**src/rtl/svm_pkg.sv**
```systemverilog
// svm_pkg: shared definitions for the SVM kernel engine.
//   state_e  : kernel engine FSM states
//   klen_f   : width of one kernel value for a given pixel width
//   acc_w_f  : dot-product accumulator width (sized so it cannot overflow)
//   KMAX     : saturation value for the default kernel width
package svm_pkg;

    typedef enum logic [2:0] {
        S_IDLE,
        S_MAC,
        S_SQUARE,
        S_STORE,
        S_DONE
    } state_e;

    function automatic int klen_f(input int xlen);
        return 4 * xlen;
    endfunction

    // One bit of headroom beyond the exact sum-of-products bound.
    function automatic int acc_w_f(input int xlen, input int npix);
        return 2 * xlen + $clog2(npix) + 1;
    endfunction

    localparam int                  KLEN_DEF = klen_f(8);
    localparam logic [KLEN_DEF-1:0] KMAX     = '1;

endpackage

```
**src/rtl/svm_mac_unit.sv**
```systemverilog
// svm_mac_unit: unsigned multiply-accumulate plus registered squarer.
// Ports:
//   clk, rst_n    clock, synchronous active-low reset
//   clr_i         clear accumulator (wins over acc_en_i)
//   acc_en_i      acc += x_i * sv_i
//   sq_en_i       register acc*acc at full width
//   x_i, sv_i     unsigned pixel operands
//   sq_o          low KLEN bits of the registered square
//   overflow_o    registered square does not fit in KLEN bits
module svm_mac_unit
    import svm_pkg::*;
#(
    parameter int XLEN  = 8,
    parameter int ACC_W = 19,
    parameter int KLEN  = 32
) (
    input  logic            clk,
    input  logic            rst_n,
    input  logic            clr_i,
    input  logic            acc_en_i,
    input  logic            sq_en_i,
    input  logic [XLEN-1:0] x_i,
    input  logic [XLEN-1:0] sv_i,
    output logic [KLEN-1:0] sq_o,
    output logic            overflow_o
);

    localparam int SQ_W = 2 * ACC_W;

    logic [2*XLEN-1:0] prod;
    logic [ACC_W-1:0]  acc_q;
    logic [SQ_W-1:0]   acc_ext;
    logic [SQ_W-1:0]   sq_d;
    logic [SQ_W-1:0]   sq_q;

    assign prod    = x_i * sv_i;
    assign acc_ext = SQ_W'(acc_q);
    assign sq_d    = acc_ext * acc_ext;

    always_ff @(posedge clk) begin
        if (!rst_n) begin
            acc_q <= '0;
            sq_q  <= '0;
        end else begin
            if (clr_i) begin
                acc_q <= '0;
            end else if (acc_en_i) begin
                acc_q <= acc_q + ACC_W'(prod);
            end
            if (sq_en_i) begin
                sq_q <= sq_d;
            end
        end
    end

    assign sq_o       = sq_q[KLEN-1:0];
    assign overflow_o = |sq_q[SQ_W-1:KLEN];

endmodule

```
**src/rtl/svm_kernel_engine.sv**
```systemverilog
// svm_kernel_engine: computes K = (x . sv)^2 for each support vector of a
// cascade stage and packs the results for decision_funct.
//
//   state    | meaning
//   ---------+---------------------------------------------------
//   S_IDLE   | waiting for start after reset
//   S_MAC    | accepting pixel pairs, accumulating dot product
//   S_SQUARE | registering acc*acc
//   S_STORE  | writing saturated kernel into slice sv_idx
//   S_DONE   | kernel_out complete, decision_funct_en asserted
//
// Ports:
//   clk, rst_n         clock, synchronous active-low reset
//   start              begin a new evaluation (honoured in IDLE/DONE)
//   x_pixel, sv_pixel  pixel pair, valid with pixel_valid
//   pixel_ready        engine accepts a pair this cycle
//   busy               evaluation in progress
//   kernel_out         SV0 at the MSB end, SV n at [n*KLEN +: KLEN]
//   decision_funct_en  kernel_out complete and stable
module svm_kernel_engine
    import svm_pkg::*;
#(
    parameter int XLEN_PIXEL    = 8,
    parameter int NUM_OF_PIXELS = 4,
    parameter int NUM_OF_SV     = 2
) (
    input  logic                                        clk,
    input  logic                                        rst_n,
    input  logic                                        start,
    input  logic [XLEN_PIXEL-1:0]                       x_pixel,
    input  logic [XLEN_PIXEL-1:0]                       sv_pixel,
    input  logic                                        pixel_valid,
    output logic                                        pixel_ready,
    output logic                                        busy,
    output logic [0:klen_f(XLEN_PIXEL)*NUM_OF_SV-1]     kernel_out,
    output logic                                        decision_funct_en
);

    localparam int KLEN  = klen_f(XLEN_PIXEL);
    localparam int ACC_W = acc_w_f(XLEN_PIXEL, NUM_OF_PIXELS);
    localparam int PIX_W = (NUM_OF_PIXELS > 1) ? $clog2(NUM_OF_PIXELS) : 1;
    localparam int SV_W  = (NUM_OF_SV > 1) ? $clog2(NUM_OF_SV) : 1;
    localparam logic [PIX_W-1:0] PIX_LAST = PIX_W'(NUM_OF_PIXELS - 1);
    localparam logic [SV_W-1:0]  SV_LAST  = SV_W'(NUM_OF_SV - 1);
    localparam logic [KLEN-1:0]  KSAT     = '1;

    state_e                      state_q, state_d;
    logic [PIX_W-1:0]            pix_cnt_q, pix_cnt_d;
    logic [SV_W-1:0]             sv_idx_q, sv_idx_d;
    logic [0:KLEN*NUM_OF_SV-1]   kernel_q, kernel_d;
    logic                        en_q, en_d;
    logic                        clr, acc_en, sq_en;
    logic [KLEN-1:0]             sq, kval;
    logic                        overflow;

    svm_mac_unit #(
        .XLEN  (XLEN_PIXEL),
        .ACC_W (ACC_W),
        .KLEN  (KLEN)
    ) u_mac (
        .clk        (clk),
        .rst_n      (rst_n),
        .clr_i      (clr),
        .acc_en_i   (acc_en),
        .sq_en_i    (sq_en),
        .x_i        (x_pixel),
        .sv_i       (sv_pixel),
        .sq_o       (sq),
        .overflow_o (overflow)
    );

    assign kval = overflow ? KSAT : sq;

    always_comb begin
        state_d   = state_q;
        pix_cnt_d = pix_cnt_q;
        sv_idx_d  = sv_idx_q;
        kernel_d  = kernel_q;
        en_d      = 1'b0;
        clr       = 1'b0;
        acc_en    = 1'b0;
        sq_en     = 1'b0;
        case (state_q)
            S_IDLE, S_DONE: begin
                if (start) begin
                    state_d   = S_MAC;
                    clr       = 1'b1;
                    pix_cnt_d = '0;
                    sv_idx_d  = '0;
                    kernel_d  = '0;
                end else if (state_q == S_DONE) begin
                    // en lags entry to DONE by one edge so kernel_out has
                    // settled a full cycle before the consumer sees it.
                    en_d = 1'b1;
                end
            end
            S_MAC: begin
                if (pixel_valid) begin
                    acc_en = 1'b1;
                    if (pix_cnt_q == PIX_LAST) begin
                        pix_cnt_d = '0;
                        state_d   = S_SQUARE;
                    end else begin
                        pix_cnt_d = pix_cnt_q + 1'b1;
                    end
                end
            end
            S_SQUARE: begin
                sq_en   = 1'b1;
                state_d = S_STORE;
            end
            S_STORE: begin
                for (int i = 0; i < NUM_OF_SV; i++) begin
                    if (sv_idx_q == SV_W'(i)) begin
                        kernel_d[i*KLEN +: KLEN] = kval;
                    end
                end
                clr = 1'b1;
                if (sv_idx_q == SV_LAST) begin
                    state_d = S_DONE;
                end else begin
                    sv_idx_d = sv_idx_q + 1'b1;
                    state_d  = S_MAC;
                end
            end
            default: state_d = S_IDLE;
        endcase
    end

    always_ff @(posedge clk) begin
        if (!rst_n) begin
            state_q   <= S_IDLE;
            pix_cnt_q <= '0;
            sv_idx_q  <= '0;
            kernel_q  <= '0;
            en_q      <= 1'b0;
        end else begin
            state_q   <= state_d;
            pix_cnt_q <= pix_cnt_d;
            sv_idx_q  <= sv_idx_d;
            kernel_q  <= kernel_d;
            en_q      <= en_d;
        end
    end

    assign pixel_ready       = (state_q == S_MAC);
    assign busy              = (state_q == S_MAC) || (state_q == S_SQUARE) ||
                               (state_q == S_STORE);
    assign kernel_out        = kernel_q;
    assign decision_funct_en = en_q;

endmodule

```
**config.mk**
```make
export PLATFORM = sky130hd
export DESIGN_NAME = svm_kernel_engine
export DESIGN_NICKNAME = d
export VERILOG_FILES = /design/src/rtl/svm_pkg.sv /design/src/rtl/svm_mac_unit.sv /design/src/rtl/svm_kernel_engine.sv
export SDC_FILE = /design/constraint.sdc
export NUM_CORES = 1
export LEC_CHECK = 0
export ABC_AREA = 1
export CORE_ASPECT_RATIO = 2
export CORE_MARGIN = 1
export CORE_UTILIZATION = 50
export DETAILED_ROUTE_END_ITERATION = 10
export GPL_TIMING_DRIVEN = 0
export PLACE_DENSITY = 0.71
export RECOVER_POWER = 25
export SETUP_SLACK_MARGIN = 0.15
export SLEW_MARGIN = 10
export SYNTH_ARGS = -nofsm -noshare
export SYNTH_HDL_FRONTEND = slang
export SYNTH_SLANG_ARGS = --single-unit
```
**constraint.sdc**
```tcl
create_clock -name clk -period 5.11 [get_ports clk]
set_input_delay 0.511 -clock clk [delete_from_list [all_inputs] [get_ports clk]]
set_output_delay 0.511 -clock clk [all_outputs]
set_load 0.005 [all_outputs]
```
==> flow_metrics.py, run 1 <==
metrics = {
    "clock_network": {
        "cts_root_buf": "clkbuf_16",
        "cts.path.max_buffers": 2,
        "cts_sinks": 127,
        "cts_made_buffers": 17,
        "clkTransAtPathRegs_ns": 0.07,
        "cts_hold_buffers": 0,
        "htree_levels": 4,
        "clk_latency_ns": 0.45,
        "cts_tree": "done",
    },
    "status": {
        "violations": "setup timing",
        "status": "complete, but fails checks",
    },
    "layout": {
        "n_fill_cell": 3033,
        "mostFrequentLayoutCell": "inv_1",
        "areaGrowthSynthToFinish_pct": 27.6,
        "layout-drive-gt1-share_pct": 20.3,
        "antennaDiodeCount": 0,
        "nets": 3095,
        "final_cell_mix": "inv_1 (608), nand2_1 (350), fa_1 (273), ha_1 (141)",
        "post-route-util_pct": 64.9,
    },
    "worst_setup_path": {
        "cp-end-kind": "flop",
        "crit_path_max_fanout": 7,
        "regToRegStartpoint": "u_mac.acc_q[9]$_SDFFE_PP0P_",
        "critical_path.most_common_cell": "inv_2",
        "crit_buf_inv": 10,
        "r2r_slack_ns": -0.45,
        "criticalPathCategory": "reg -> reg",
        "reg2regPathDepth": 27,
        "max_stage_delay_ns": 0.56,
        "r2r-end": "u_mac.sq_q[35]$_SDFFE_PN0P_",
        "cp-start-kind": "flop",
        "critical-path-top-delay-family": "adder cells",
        "worstPathRequired_ns": 5.45,
        "crit_arrival_ns": 5.90,
        "cpMaxStageDelayCell": "fa_2",
    },
    "route": {
        "detail_route.wl_per_cell_microns": 18.2,
        "drtPass1Iterations": 7,
        "vias": 16100,
        "drc": 0,
        "drt-total-wl_microns": 55900,
        "drtIter0Drc": 819,
        "routed_via_density": 5.24,
        "ant_nets": 0,
    },
    "logic_synthesis": {
        "synth-edff-count": 0,
        "synth_nets": 2883,
        "ys_warn_count": 0,
        "synthesis.area_sq_um": 18200,
        "syn_area_per_cell_sq_um": 7.60,
        "netlist_top_cells_area": "fa_1 (33%), dfxtp_1 (14%), inv_1 (14%), ha_1 (11%), nand2_1 (9.3%)",
        "synth_top_area_cell": "fa_1",
        "synth_seq_area_share_pct": 14.0,
        "synth_flop_cell": "dfxtp_1",
        "netlist.area_leader.share_pct": 32.7,
        "ys_ff_latch": 127,
        "synth-async-reset-ratio_pct": 0,
        "synthDistinctLibCells": 38,
        "synthCells": 2398,
    },
    "placement": {
        "globalplace.congestion": 0.958,
        "hpwl_microns": 44400,
        "placement.io_buffers": 69,
        "post-place-ws_ns": -0.966,
    },
    "timing": {
        "fin_crit_sh_pct": 109,
        "post-route-worst-setup-slack_ns": -0.451,
        "rsz0062_at_grt": "yes",
        "slew_headroom_pct": 44.3,
        "worst_clock_skew_ns": 0.0162,
        "fmax_mhz": 180,
        "setup_viol": 26,
        "drv_slew": 0,
        "worst_slew_pin_slew_ns": 0.831,
        "finalHoldViolations": 0,
        "layout_min_cycle_time_ns": 5.56,
    },
    "power_and_ir_drop": {
        "irDropWorstVdd_mv": 0.399,
        "p_leak_nw": 13.1,
        "p_per_area_nw_per_um2": 188,
    },
    "grt": {
        "first_global_vias": 17600,
        "grt_pass1_wl_microns": 85200,
        "antenna_found_initial": 0,
        "grt_max_degree": 17,
        "grt_usage_pct": 30.7,
        "grt_remaining_overflow": 0,
    },
    "die": {
        "chipWidth_microns": 137,
        "io_pins": 87,
        "row_count": 98,
        "dieArea_sq_um": 37300,
        "initial_utilization_pct": 50.9,
        "core_sq_um": 35800,
        "die_y_microns": 272,
    },
    "job": {
        "drv_cap": 0,
    },
    "min_path": {
        "hp-class": "reg -> reg",
        "hold_start": "kernel_out[62]$_SDFFE_PN0P_",
        "holdPathEnd": "kernel_out[62]$_SDFFE_PN0P_",
        "holdPathStages": 2,
    },
}
## state kept, by name, summed over array words and instances (netlist names)
register           count
pix_cnt_q              2
u_mac.sq_q            37
sv_idx_q               1
u_mac.acc_q           19
kernel_out            64
state_q                3
decision_funct_en      1
## worst register-to-register path: cells and delay by family, from the launching register on
| kind | cells | cell delay, ns |
|---|---|---|
| flops | 1 | 0.35 |
| buf+inv | 10 | 0.81 |
| simple gates | 10 | 0.97 |
| fa+ha+maj | 7 | 3.31 |
## Yosys cell counts, types with 9 or more instances
| cell type | n |
|---|---|
| nor2_1 | 137 |
| a21oi_1 | 140 |
| nand3_1 | 63 |
| ha_1 | 167 |
| fa_1 | 298 |
| o21ai_0 | 126 |
| xnor2_1 | 10 |
| o21ai_1 | 30 |
| o21bai_1 | 9 |
| inv_1 | 664 |
| xor2_1 | 25 |
| clkbuf_1 | 65 |
| buf_1 | 14 |
| nand2_1 | 450 |
| buf_2 | 12 |
| dfxtp_1 | 127 |
| nor3_1 | 14 |
## routing by layer
metal	global-route usage (%)	vias to the layer above	part of all wire [%]
li1	-	7523	-
met1	25.5	7778	30
met5	0	-	0
met4	29.0	0	11
met2	59.4	524	56
met3	3.89	281	3.6
## cell families after synthesis
kind of cell / share of synthesized area (%)
and+or+nand+nor: 14.9
DFF: 14.0
xor gates and xnor gates: 1.68
buffers and inverters: 16.0
adders and majority gates: 44.2
AOI/OAI and AO/OA: 9.23
## layout make-up
cell class	count	area, sq um	share of cell area, %
multi-input cells	1504	14100	60.8
plain buffers	95	987	4.25
flip-flops and latches	127	2580	11.1
well taps	450	563	2.42
clock buffers	17	425	1.83
clock inverters	15	184	0.791
repair buffers	193	1850	7.94
inverters	672	2540	10.9
## power breakdown
part | internal [mW] | total, mW | switching (mW)
Combinational | 0.805 | 1.94 | 1.13
Sequential | 1.08 | 1.13 | 0.0503
Clock | 0.775 | 1.30 | 0.526
## metrics by stage
step / cell area [sq um] / power [mW] / hold WS [ns] / setup TNS, ns / cells
after detailed placement: 20100 / 2.86 / 0.477 / -19.08 / 2917
final: 23200 / 4.37 / 0.479 / -8.68 / 3073
after CTS: 22200 / 4.29 / 0.486 / -5.97 / 3029
after global placement: 20100 / 2.81 / 0.456 / -18.06 / 2917
after floorplan: 18900 / 2.33 / 0.449 / 0 / 2398
after global routing: 23200 / 4.64 / 0.506 / -12.79 / 3073
## timing repair
| item | 4_1_cts | 5_1_grt |
|---|---|---|
| pin swaps | 71 | 121 |
| gates cloned | 2 | 4 |
| hold endpoints to repair | 0 | 0 |
| gates resized for setup | 219 | 180 |
| setup endpoints to repair | 30 | 29 |
| setup buffers | 78 | 40 |
## worst max path at each step
| stage | from | depth (start not counted) | to | slack [ns] |
|---|---|---|---|---|
| global placement | u_mac.acc_q[8]$_SDFFE_PP0P_ | 22 | u_mac.sq_q[22]$_SDFFE_PN0P_ | -0.95 |
| global route | u_mac.acc_q[9]$_SDFFE_PP0P_ | 27 | u_mac.sq_q[35]$_SDFFE_PN0P_ | -0.60 |
| finish | u_mac.acc_q[9]$_SDFFE_PP0P_ | 27 | u_mac.sq_q[35]$_SDFFE_PN0P_ | -0.45 |
| CTS | u_mac.acc_q[7]$_SDFFE_PP0P_ | 24 | u_mac.sq_q[24]$_SDFFE_PN0P_ | -0.35 |
| detailed placement | u_mac.acc_q[0]$_SDFFE_PP0P_ | 24 | u_mac.sq_q[22]$_SDFFE_PN0P_ | -0.97 |
| floorplan | u_mac.acc_q[12]$_SDFFE_PP0P_ | 24 | u_mac.sq_q[35]$_SDFFE_PN0P_ | 0.12 |
Power figures use the tool's default switching activity.
==> run 2: changes to the inputs <==
TNS_END_PERCENT = 10   (was not set)
==> run 2 against run 1 <==
Against the previous run: the run still ends with setup timing left; largest power group unchanged; maximum frequency increased by 0.36%; highest routed layer unchanged; design area shrank 4.0%; setup slack improved by 0.020 ns; register-to-register slack improved by 0.02 ns.
==> flow_metrics.py, run 2 (same netlist as run 1, synthesis figures left out) <==
metrics = {
    "clock_network": {
        "cts_made_buffers": 17,
        "cts_tree": "done",
        "cts_root_buf": "clkbuf_16",
        "cts.path.max_buffers": 2,
        "clkTransAtPathRegs_ns": 0.07,
        "clk_latency_ns": 0.45,
        "htree_levels": 4,
        "cts_hold_buffers": 0,
        "cts_sinks": 127,
    },
    "worst_setup_path": {
        "crit_arrival_ns": 5.89,
        "worstPathRequired_ns": 5.46,
        "crit_buf_inv": 7,
        "cpMaxStageDelayCell": "fa_2",
        "cp-start-kind": "flop",
        "cp-end-kind": "flop",
        "cp.depth": 22,
        "reg2regPathDepth": 22,
        "criticalPathCategory": "reg -> reg",
        "crit_path_max_fanout": 6,
        "critical-path-top-delay-family": "adder cells",
        "path_cells": "clkbuf_16 > bufbuf_16 > nand2_1 > fa_1 > inv_2 > fa_2 > fa_2 > fa_2 > fa_1 > inv_1 > fa_1 > inv_1 > ha_4 > nand2_4 > nor2_4 > inv_2 > nor2_4 > nand4_1 > nand4_1 > nand3_1 > nand2_1 > inv_1",
        "max_stage_delay_ns": 0.54,
    },
    "layout": {
        "areaGrowthSynthToFinish_pct": 22.5,
        "final_cell_mix": "inv_1 (643), nand2_1 (388), fa_1 (272), ha_1 (147), a21oi_1 (118)",
        "mostFrequentLayoutCell": "inv_1",
        "layout-drive-gt1-share_pct": 14.9,
        "nets": 3052,
        "largest_reg_flops": 64,
        "final_cells": 3030,
        "post-route-util_pct": 62.3,
        "antennaDiodeCount": 0,
    },
    "die": {
        "core_sq_um": 35800,
        "row_count": 98,
        "initial_utilization_pct": 50.9,
        "die_y_microns": 272,
        "io_pins": 87,
        "chipWidth_microns": 137,
        "dieArea_sq_um": 37300,
    },
    "timing": {
        "rsz0062_at_grt": "yes",
        "setup_viol": 26,
        "worst_slew_pin_slew_ns": 0.794,
        "worst_clock_skew_ns": 0.0143,
        "drv_slew": 0,
        "layout_min_cycle_time_ns": 5.54,
        "finalHoldViolations": 0,
        "post-route-worst-setup-slack_ns": -0.431,
        "slew_headroom_pct": 46.8,
        "timing.hold.ws_ns": 0.482,
        "fin_crit_sh_pct": 108,
        "fmax_mhz": 180,
    },
    "placement": {
        "globalplace.congestion": 0.961,
        "dp.cells": 2917,
        "hpwl_microns": 44100,
        "post-place-ws_ns": -0.980,
        "placement.io_buffers": 69,
    },
    "power_and_ir_drop": {
        "power_switching_mw": 1.69,
        "intPower_mw": 2.61,
        "p_leak_nw": 12.6,
        "pwr-share-comb_pct": 43.9,
        "switching_share_pct": 39.2,
        "power_frac_seq_pct": 26.3,
        "p_per_area_nw_per_um2": 193,
        "clkPwrFrac_pct": 29.8,
        "finalPower_mw": 4.30,
        "irDropWorstVdd_mv": 0.290,
    },
    "route": {
        "detail_route.wl_per_cell_microns": 17.8,
        "ant_nets": 0,
        "routed_via_density": 5.15,
        "drt-total-wl_microns": 53800,
        "drtPass1Iterations": 7,
        "vias": 15600,
        "drc": 0,
        "drtIter0Drc": 737,
    },
    "grt": {
        "use_met1_pct": 25.7,
        "grt_usage_pct": 30.8,
        "top_usage_layer": "met2",
        "grt_use_met2_pct": 59.3,
        "grt_remaining_overflow": 0,
        "antenna_found_initial": 0,
        "first_global_vias": 17400,
        "grt_util_met3_pct": 4.43,
        "grt_max_degree": 17,
        "grt_pass1_wl_microns": 85400,
    },
    "min_path": {
        "hp-class": "reg -> reg",
        "holdPathStages": 2,
    },
    "status": {
        "status": "complete, but fails checks",
        "violations": "setup timing",
    },
    "job": {
        "drv_cap": 0,
    },
}
[run 2: repair_timing]
action,4_1_cts,5_1_grt
buffers inserted,69,9
resized for setup,158,101
pin swaps,45,57
gates cloned,2,1
endpoints found under the setup margin,31,30
[run 2: routing by layer]
metal / up-vias / share of wire, %
met2: 490 / 56
li1: 7432 / -
met1: 7442 / 31
met3: 249 / 3.8
met5: - / 0
met4: 0 / 10
[run 2: final cells by class]
cell class | count | area, sq um
Multi-Input combinational cell | 1504 | 13700
Fill cell | 3169 | 13500
Sequential cell | 127 | 2580
Inverter | 672 | 2520
Timing Repair Buffer | 150 | 1410
Buffer | 95 | 982
Tap cell | 450 | 563
Clock buffer | 19 | 453
Clock inverter | 13 | 149
[run 2: metrics by stage]
stage | cell area, sq um | TNS, ns
2_1_floorplan | 18800 | 0
3_3_place_gp | 20000 | -18.53
3_5_place_dp | 20000 | -19.34
4_1_cts | 21900 | -6.68
5_1_grt | 22300 | -12.16
6_report | 22300 | -7.06
[run 2: final timing paths]
| kind | slack, ns | start | end |
|---|---|---|---|
| setup / recovery | -0.43 | u_mac.acc_q[7]$_SDFFE_PP0P_ | u_mac.sq_q[24]$_SDFFE_PN0P_ |
| hold / removal | 0.48 | kernel_out[62]$_SDFFE_PN0P_ | kernel_out[62]$_SDFFE_PN0P_ |
| setup reg to reg | -0.43 | u_mac.acc_q[7]$_SDFFE_PP0P_ | u_mac.sq_q[24]$_SDFFE_PN0P_ |
| hold reg to reg | 0.48 | kernel_out[62]$_SDFFE_PN0P_ | kernel_out[62]$_SDFFE_PN0P_ |
[run 2: tightest hold or removal path, delay by kind of cell (launching register included)]
| kind | cells | cell delay, ns |
|---|---|---|
| AND/OR/NAND/NOR | 1 | 0.06 |
| AO/OA/AOI/OAI | 1 | 0.05 |
| flip-flops | 1 | 0.32 |
[run 2: power groups by stage]
stage | registers [mW] | clock network, mW | logic [mW]
CTS | 1.13 | 1.28 | 1.84
global placement | 1.15 | 0 | 1.64
detailed placement | 1.16 | 0 | 1.69
floorplan | 1.15 | 0 | 1.16
finish | 1.13 | 1.28 | 1.89
global route | 1.14 | 1.32 | 2.09
